==> config.mk <==
export PLATFORM = sky130hd
export DESIGN_NAME = seg7_scan_driver
export DESIGN_NICKNAME = d
export VERILOG_FILES = /design/src/rtl/seg7_scan_driver.sv
export SDC_FILE = /design/constraint.sdc
export NUM_CORES = 1
export LEC_CHECK = 0
export CORE_MARGIN = 2
export CORE_UTILIZATION = 29
export CTS_BUF_LIST = sky130_fd_sc_hd__clkbuf_4 sky130_fd_sc_hd__clkbuf_8
export DETAILED_ROUTE_END_ITERATION = 6
export PLACE_DENSITY_LB_ADDON = 0.15
export SLEW_MARGIN = 20
export SYNTH_ARGS = -nofsm -noshare
export SYNTH_HDL_FRONTEND = slang
export SYNTH_SLANG_ARGS = --single-unit
==> constraint.sdc <==
create_clock -name clk_i -period 3.5 [get_ports clk_i]
set_clock_uncertainty 0.05 [all_clocks]
set_input_delay 0.875 -clock clk_i [delete_from_list [all_inputs] [get_ports clk_i]]
set_output_delay 0.875 -clock clk_i [all_outputs]
set_load 0.005 [all_outputs]
==> src/rtl/seg7_scan_driver.sv <==
// Time-multiplexed N-digit common-anode 7-segment driver with double-buffered loading,
// per-digit enable/dp and anti-ghost blanking. Define SEG7_DIM_EN to add the bright_i dimming port.
module seg7_scan_driver #(
    parameter int NUM_DIGITS   = 4,
    parameter int DIV_BITS     = 18,
    parameter int BLANK_CYCLES = 2,
    parameter int HEX_MODE     = 0
) (
    input  logic                    clk_i,
    input  logic                    clr_i,
    input  logic [4*NUM_DIGITS-1:0] x_i,
    input  logic [NUM_DIGITS-1:0]   dp_in_i,
    input  logic [NUM_DIGITS-1:0]   digit_en_i,
    input  logic                    load_i,
`ifdef SEG7_DIM_EN
    input  logic [3:0]              bright_i,
`endif
    output logic [6:0]              a_to_g_o,
    output logic [NUM_DIGITS-1:0]   an_o,
    output logic                    dp_o,
    output logic                    busy_o,
    output logic                    frame_tick_o
);

    localparam int IDX_W = (NUM_DIGITS > 1) ? $clog2(NUM_DIGITS) : 1;
    localparam logic [IDX_W-1:0]    LAST_IDX = IDX_W'(NUM_DIGITS - 1);
    localparam logic [DIV_BITS-1:0] CNT_MAX  = '1;
    localparam logic [DIV_BITS-1:0] CNT_PRE  = CNT_MAX - DIV_BITS'(1);
    localparam logic [DIV_BITS-1:0] BLANK_TH = DIV_BITS'(BLANK_CYCLES);

    logic [DIV_BITS-1:0]     cnt_q, cnt_d;
    logic [IDX_W-1:0]        idx_q, idx_d;
    logic [4*NUM_DIGITS-1:0] stageX_q, stageX_d, actX_q, actX_d;
    logic [NUM_DIGITS-1:0]   stageDp_q, stageDp_d, actDp_q, actDp_d;
    logic [NUM_DIGITS-1:0]   stageEn_q, stageEn_d, actEn_q, actEn_d;
    logic                    busy_q, busy_d;
    logic [6:0]              seg_q, seg_d;
    logic [NUM_DIGITS-1:0]   an_q, an_d;
    logic                    dp_q, dp_d;
    logic                    tick_q, tick_d;

    logic                    slotEnd, frameWrap, lit;
    logic [IDX_W+1:0]        codeBase;
    logic [3:0]              curCode;
    logic                    curEn, curDp;

    function automatic logic [6:0] decode(input logic [3:0] code);
        logic [6:0] seg;
        seg = 7'h7F;
        case (code)
            4'h0: seg = 7'h40;
            4'h1: seg = 7'h79;
            4'h2: seg = 7'h24;
            4'h3: seg = 7'h30;
            4'h4: seg = 7'h19;
            4'h5: seg = 7'h12;
            4'h6: seg = 7'h02;
            4'h7: seg = 7'h78;
            4'h8: seg = 7'h00;
            4'h9: seg = 7'h10;
            4'hA: seg = (HEX_MODE != 0) ? 7'h08 : 7'h3F;
            4'hB: seg = (HEX_MODE != 0) ? 7'h03 : 7'h7F;
            4'hC: seg = (HEX_MODE != 0) ? 7'h46 : 7'h77;
            4'hD: seg = (HEX_MODE != 0) ? 7'h21 : 7'h7F;
            4'hE: seg = (HEX_MODE != 0) ? 7'h06 : 7'h7F;
            4'hF: seg = (HEX_MODE != 0) ? 7'h0E : 7'h7F;
        endcase
        return seg;
    endfunction

    // Scan timing, double-buffer handoff and next pin values; pins lag idx/cnt by one cycle.
    always_comb begin
        cnt_d     = cnt_q + DIV_BITS'(1);
        slotEnd   = (cnt_q == CNT_MAX);
        frameWrap = slotEnd && (idx_q == LAST_IDX);
        idx_d     = idx_q;
        if (slotEnd) begin
            idx_d = (idx_q == LAST_IDX) ? '0 : idx_q + IDX_W'(1);
        end

        stageX_d  = stageX_q;
        stageDp_d = stageDp_q;
        stageEn_d = stageEn_q;
        if (load_i) begin
            stageX_d  = x_i;
            stageDp_d = dp_in_i;
            stageEn_d = digit_en_i;
        end

        actX_d  = actX_q;
        actDp_d = actDp_q;
        actEn_d = actEn_q;
        if (frameWrap && busy_q) begin
            actX_d  = stageX_q;
            actDp_d = stageDp_q;
            actEn_d = stageEn_q;
        end

        // A load landing on the boundary cycle re-arms busy after the old staging is consumed.
        busy_d = busy_q;
        if (frameWrap) begin
            busy_d = 1'b0;
        end
        if (load_i) begin
            busy_d = 1'b1;
        end

        codeBase = {idx_q, 2'b00};
        curCode  = actX_q[codeBase +: 4];
        curEn    = actEn_q[idx_q];
        curDp    = actDp_q[idx_q];
`ifdef SEG7_DIM_EN
        lit = curEn && (cnt_q >= BLANK_TH) && (cnt_q[DIV_BITS-1 -: 4] < bright_i);
`else
        lit = curEn && (cnt_q >= BLANK_TH);
`endif

        an_d = '1;
        if (lit) begin
            an_d[idx_q] = 1'b0;
        end
        seg_d  = curEn ? decode(curCode) : 7'h7F;
        dp_d   = ~(curDp & lit);
        tick_d = (cnt_q == CNT_PRE) && (idx_q == LAST_IDX);
    end

    always_ff @(posedge clk_i or posedge clr_i) begin
        if (clr_i) begin
            cnt_q     <= '0;
            idx_q     <= '0;
            stageX_q  <= '0;
            stageDp_q <= '0;
            stageEn_q <= '0;
            actX_q    <= '0;
            actDp_q   <= '0;
            actEn_q   <= '0;
            busy_q    <= 1'b0;
            seg_q     <= 7'h7F;
            an_q      <= '1;
            dp_q      <= 1'b1;
            tick_q    <= 1'b0;
        end else begin
            cnt_q     <= cnt_d;
            idx_q     <= idx_d;
            stageX_q  <= stageX_d;
            stageDp_q <= stageDp_d;
            stageEn_q <= stageEn_d;
            actX_q    <= actX_d;
            actDp_q   <= actDp_d;
            actEn_q   <= actEn_d;
            busy_q    <= busy_d;
            seg_q     <= seg_d;
            an_q      <= an_d;
            dp_q      <= dp_d;
            tick_q    <= tick_d;
        end
    end

    assign a_to_g_o     = seg_q;
    assign an_o         = an_q;
    assign dp_o         = dp_q;
    assign busy_o       = busy_q;
    assign frame_tick_o = tick_q;

endmodule

==> out/metrics.cfg, run 1 <==
[critical_path]
arrival_time_of_the_worst_setup_path_ns=2.56
setup.worst_path.start_class=flop
worst_ep_required_time_ns=3.67
worst_setup_path_end_kind=flop
worst-path-max-fanout=24
setup.worst_path.class=reg -> reg

[layout]
final_common_cell=sky130_fd_sc_hd__dfrtp_1
post-route-cell-area_um2=4440
layout-area-overhead-vs-synth_pct=21.6
share_of_layout_cells_above_drive_strength_1=0.294
nets=336
multiInputGateArea_um2=1470
seq_area_um2=2070
most-common-layout-cells=70 x sky130_fd_sc_hd__dfrtp_1, 40 x sky130_fd_sc_hd__clkdlybuf4s50_1, 30 x sky130_fd_sc_hd__mux2_2
fillCellCount=1206
n_antenna_cell=0
final_cell_count_no_fill=471

[cts]
cts-hold-fix-buffers=0
cts.sink_count=82
cts.path.max_buffers=2
clk_pin_slew_worst_paths_ns=0.08
clkLatencyLatePin_ns=0.34
tritoncts=built
number_of_buffers_inserted_during_clock_tree_synthesis=9
cts_repair_resize_count=0
root_buffer=sky130_fd_sc_hd__clkbuf_8
htreeDepth=3
cts_setup_buffers=0

[detailed_routing]
detail-route-antenna-nets=0
drt_drc_violations_left=0
routed_wire_length_per_instance_um=13.7
detailedRoute.firstPassIterationCount=4
drt_first_iter_violations=63
via_count=2055
wl_um=6440
drt-vias-per-instance=4.36

[power]
total_power_w=0.00184
seq_power_share=0.539
max-vdd-ir-drop_mv=0.184
power.switching_fraction=0.211
total_switching_power_w=0.000388
clock_power_share=0.415
internal_power_w=0.00145
power.static_leakage_nw=1.91
p_comb_frac=0.047
power.density_cell_area_nw_per_um2=415

[yosys]
async_flop_share=1.00
synth_area_leader_cell=sky130_fd_sc_hd__dfrtp_1
yosys-top-cells-area=sky130_fd_sc_hd__dfrtp_1 48%, sky130_fd_sc_hd__mux2_2 9.3%, sky130_fd_sc_hd__dfstp_2 8.6%, sky130_fd_sc_hd__mux2_4 8.2%, sky130_fd_sc_hd__ha_1 3.8%
synth_edf_count=0
synth-warning-count=0
syn-mean-instance-area_um2=14.3
yosys_register_bits=82
synthesis.instances=255
syn_area_um2=3650
synth.lib_cells_used.distinct=36
synth_top_area_share=0.480
commonest_register_cell_after_synthesis=sky130_fd_sc_hd__dfrtp_1
seq_area_frac_synth=0.567
synth_nets=293

[outcome]
result_of_the_run=finished, final reports clean

[placement]
port_buffers=40
detailed_place_hpwl_um=4410
placement.cell_area_um2=4210
post-place-ws_ns=1.07
gp_congestion=0.719
placed_cells_incl_taps=455

[min_path]
worstHoldPathType=reg -> reg

[die]
die-area_um2=13500
initial_core_util=0.300
core_um2=12200
fp.dieH_um=116
placementRows=40
num_io_pins=41
die_width_um=116

[sta]
fmax_mhz=418
timing.final.crit_period_ns=2.39
timing.slew.headroom=0.671
timing.setup.tns_ns=0
final.period_utilization=0.684
finalWorstSetupSlack_ns=1.11
unrepaired_setup_endpoints_after_global_routing=false
report.final.hold_viol_count=0
setup_viol_count_final=0
drv_slew=0
slew_at_the_pin_with_the_worst_max_slew_slack_ns=0.494

[run]
timing.max_cap.violations=0

[global_routing]
met1_usage=0.145
grt_use_total=0.107
grt_most_used_layer=met2
grt_first_pass_wirelength_um=11100
globalRouteMet2Util=0.166
number_of_global_route_vias_before_repair=2192
grt_start_max_net_pins=83
gr-total-overflow=0
grt_antenna_before_repair=0
gr-usage-met3=0.0353

## cell type report
| class | instances | area share |
|---|---|---|
| clock buffers | 10 | 0.0310 |
| inverters | 8 | 0.00705 |
| flip-flops and latches | 82 | 0.466 |
| multi-input cells | 155 | 0.332 |
| clock inverters | 6 | 0.0203 |
| well taps | 168 | 0.0474 |
| repair buffers | 42 | 0.0965 |
## through the flow
stage                     utilization  hold slack [ns]
after global routing            0.365            0.470
final                           0.365            0.443
after floorplan                     -            0.406
after detailed placement        0.346            0.440
after CTS                       0.365            0.450
after global placement          0.346            0.429
## cells in the mapped netlist, types with 2 or more instances
master,count
sky130_fd_sc_hd__and4_1,4
sky130_fd_sc_hd__buf_12,2
sky130_fd_sc_hd__mux2_2,30
sky130_fd_sc_hd__inv_1,8
sky130_fd_sc_hd__dfstp_2,12
sky130_fd_sc_hd__nor2_1,7
sky130_fd_sc_hd__o21ai_0,5
sky130_fd_sc_hd__xnor2_1,13
sky130_fd_sc_hd__xor2_1,4
sky130_fd_sc_hd__buf_2,2
sky130_fd_sc_hd__nand4_1,5
sky130_fd_sc_hd__clkbuf_1,3
sky130_fd_sc_hd__or4_1,2
sky130_fd_sc_hd__mux4_2,6
sky130_fd_sc_hd__nor4_1,4
sky130_fd_sc_hd__buf_1,2
sky130_fd_sc_hd__ha_1,11
sky130_fd_sc_hd__dfrtp_1,70
sky130_fd_sc_hd__and3_1,3
sky130_fd_sc_hd__mux2i_1,3
sky130_fd_sc_hd__nand2_1,16
sky130_fd_sc_hd__nand3_1,10
sky130_fd_sc_hd__mux2_4,20
## registers in the layout (all words and copies together) (netlist names)
signal / cells
idx_q: 2
actEn_q: 4
actDp_q: 4
stageX_q: 16
an_o: 4
stageDp_q: 4
frame_tick_o: 1
a_to_g_o: 7
dp_o: 1
cnt_q: 18
actX_q: 16
busy_o: 1
stageEn_q: 4
## power groups by stage
stage / Combinational, W / Clock (W) / Sequential, W
floorplan: 0.0000482 / 0 / 0.00100
global placement: 0.0000885 / 0 / 0.00101
detailed placement: 0.0000895 / 0 / 0.00101
CTS: 0.0000898 / 0.000802 / 0.000992
global route: 0.0000964 / 0.000833 / 0.000995
finish: 0.0000862 / 0.000762 / 0.000990
## critical path, stage by stage, from the launching register on
cell and delay (ns):
sky130_fd_sc_hd__dfrtp_1 0.65, sky130_fd_sc_hd__ha_1 0.30, sky130_fd_sc_hd__nand3_2 0.11, sky130_fd_sc_hd__or4_4 0.77, sky130_fd_sc_hd__mux2_4 0.38
## layer usage
metal  vias to the layer above  part of all wire
li1                        989                 -
met1                      1028              0.50
met2                        32              0.46
met3                         6             0.035
met4                         0             0.011
met5                         -                 0
## final timing paths
| kind | cells after the start | start | slack [ns] | end |
|---|---|---|---|---|
| worst max-delay path | 4 | idx_q[1] | 1.11 | actX_q[4] |
| worst min-delay path | 1 | cnt_q[0] | 0.44 | cnt_q[0] |
| worst max register to register | 4 | idx_q[1] | 1.11 | actX_q[4] |
| worst min register to register | 1 | cnt_q[0] | 0.44 | cnt_q[0] |
| max in group asynchronous | 3 | clr_i | 2.14 | a_to_g_o[0] |
| min in group asynchronous | 3 | clr_i | 0.87 | cnt_q[17] |
## cell families (layout without fill, tap and decap cells)
| logic type | after synthesis | after routing | synth area share |
|---|---|---|---|
| AO/OA/AOI/OAI | 12 | 12 | 0.0223 |
| XOR/XNOR | 17 | 17 | 0.0408 |
| adder cells (fa/ha/maj) | 11 | 11 | 0.0377 |
| buffers and inverters | 18 | 66 | 0.0302 |
| flip-flops | 82 | 82 | 0.567 |
| multiplexers | 59 | 59 | 0.220 |
| AND/OR/NAND/NOR | 56 | 56 | 0.0823 |
(Power assumes the default switching activity.)
==> inputs of run 2 (changes only) <==
Clock period 3.5 ns to 1.93 ns, I/O delays scaled along.
==> run 2 against run 1 <==
Effect of this change: die area did not move; wire length rose by 8.1%; critical path depth rose by 2; non-clock buffer count rose by 34; total power rose by 82%; cell area rose by 7.4%; sequential cell count did not move; global-route usage rose by 0.89 points; the run now ends with negative setup slack left; fmax rose by 22%; critical path type unchanged; sequential share of layout area fell by 3.2 points; utilization rose by 2.7 points.
==> out/metrics.cfg, run 2 (synthesized netlist as in run 1, its figures left out) <==
[outcome]
result_of_the_run=finished with violations
violations=negative setup slack

[cts]
cts-hold-fix-buffers=0
clkLatencyLatePin_ns=0.36
cts.sink_count=82
cts.path.max_buffers=2
clk_pin_slew_worst_paths_ns=0.08
tritoncts=built
number_of_buffers_inserted_during_clock_tree_synthesis=9
root_buffer=sky130_fd_sc_hd__clkbuf_8
htreeDepth=3

[placement]
gp_congestion=0.779
port_buffers=40
placed_cells_incl_taps=484
placement.cell_area_um2=4460
detailed_place_hpwl_um=4820

[die]
fp.dieH_um=116
initial_core_util=0.300
die_width_um=116
placementRows=40
core_um2=12200
die-area_um2=13500
num_io_pins=41

[layout]
fillCellCount=1194
most-common-layout-cells=70 x sky130_fd_sc_hd__dfrtp_1, 30 x sky130_fd_sc_hd__mux2_2, 30 x sky130_fd_sc_hd__buf_4
final_cell_count_no_fill=505
final_common_cell=sky130_fd_sc_hd__dfrtp_1
post-route-cell-area_um2=4770
layout-area-overhead-vs-synth_pct=30.6
biggestRegsByFlops=cnt_q x18, actX_q x16, stageX_q x16
multiInputGateArea_um2=1510
share_of_layout_cells_above_drive_strength_1=0.395
finalCoreUtilization=0.392
seq_area_um2=2070
max_flop_register=cnt_q
nets=370
number_of_flip_flops_under_the_largest_register_name=18
n_antenna_cell=0

[sta]
timing.final.crit_period_ns=1.96
final.period_utilization=1.02
setup_viol_count_final=21
timing.slew.headroom=0.740
slew_at_the_pin_with_the_worst_max_slew_slack_ns=0.386
fmax_mhz=510
report.final.hold_viol_count=0
timing.setup.tns_ns=-0.437
finalWorstSetupSlack_ns=-0.0316
unrepaired_setup_endpoints_after_global_routing=true
drv_slew=0

[run]
timing.max_cap.violations=0

[critical_path]
worst-path-max-fanout=24
worst_ep_required_time_ns=2.12
setup.worst_path.class=reg -> reg
critPathSlowestCell=sky130_fd_sc_hd__or4_4
critical_path.top_delay_family=simple AND/OR/NAND/NOR gates
reg2reg_from=cnt_q[1]
path_buf_inv=1
arrival_time_of_the_worst_setup_path_ns=2.16
setup.worst_path.start_class=flop
worstReg2RegEnd=actX_q[2]
timing.reg2reg.setup_slack_ns=-0.03
critical-path-max-stage-delay_ns=0.49
cell_chain_of_the_critical_path=ha_2, and3_4, nand2_2, or4_4, buf_12, mux2_4
worst_setup_path_end_kind=flop
timing.reg2reg.worst_path_depth=6

[global_routing]
grt_antenna_before_repair=0
number_of_global_route_vias_before_repair=2206
grt_first_pass_wirelength_um=11700
gr-total-overflow=0
grt_use_total=0.116
grt_start_max_net_pins=54

[min_path]
worstHoldPathType=reg -> reg
critical_hold_path_startpoint=stageDp_q[0]
timing.hold.worst_path_depth=1
worst_hold_path.endpoint=actDp_q[0]

[detailed_routing]
drt-vias-per-instance=4.38
detailedRoute.firstPassIterationCount=4
drt_first_iter_violations=59
wl_um=6960
drt_drc_violations_left=0
detail-route-antenna-nets=0
via_count=2214
routed_wire_length_per_instance_um=13.8

[power]
max-vdd-ir-drop_mv=0.364
power.density_cell_area_nw_per_um2=700
power.static_leakage_nw=2.08
total_power_w=0.00334

-- run 2: power breakdown --
group	leakage (nW)	switching [W]	internal, W
registers	1.03	0.0000282	0.00177
clock network	0.116	0.000623	0.000755
logic	0.934	0.0000615	0.000102
-- run 2: cell type report --
| cell class | count | share of cell area |
|---|---|---|
| flip-flops and latches | 82 | 0.434 |
| multi-input cells | 155 | 0.316 |
| repair buffers | 76 | 0.153 |
| well taps | 168 | 0.0441 |
| clock buffers | 10 | 0.0289 |
| clock inverters | 6 | 0.0168 |
| inverters | 8 | 0.00761 |
-- run 2: what timing repair did --
action,4_1_cts,5_1_grt
gates cloned,0,0
pin swaps,0,4
gates resized for setup,8,20
endpoints found under the setup margin,28,41
buffers inserted,0,5
-- run 2: worst register-to-register path, stage by stage (launching register included) --
cell and delay (ns):
sky130_fd_sc_hd__dfrtp_1 0.38, sky130_fd_sc_hd__ha_2 0.19, sky130_fd_sc_hd__and3_4 0.18, sky130_fd_sc_hd__nand2_2 0.04, sky130_fd_sc_hd__or4_4 0.49, sky130_fd_sc_hd__buf_12 0.19, sky130_fd_sc_hd__mux2_4 0.33
-- run 2: routing by layer --
| metal | vias up | track usage | part of all wire |
|---|---|---|---|
| met2 | 42 | 0.162 | 0.45 |
| met3 | 11 | 0.0317 | 0.041 |
| met4 | 0 | 0.0563 | 0.020 |
| met1 | 1101 | 0.167 | 0.49 |
| li1 | 1060 | - | - |
| met5 | - | 0 | 0 |
-- run 2: per-stage QoR --
stage	setup slack, ns	hold WS [ns]
6_report	-0.0316	0.456
2_1_floorplan	-0.0858	0.407
3_3_place_gp	0.0136	0.439
5_1_grt	-0.121	0.475
3_5_place_dp	-0.0279	0.442
4_1_cts	-0.0320	0.461
-- run 2: worst max path at each step --
stage	cells after the start	slack [ns]	startpoint	end
after floorplan	7	-0.09	cnt_q[1]	actDp_q[0]
after global placement	6	0.01	cnt_q[1]	actX_q[1]
after detailed placement	6	-0.03	cnt_q[1]	actX_q[6]
after CTS	6	-0.03	cnt_q[1]	actX_q[6]
after global routing	6	-0.12	cnt_q[1]	actX_q[2]
final	6	-0.03	cnt_q[1]	actX_q[2]
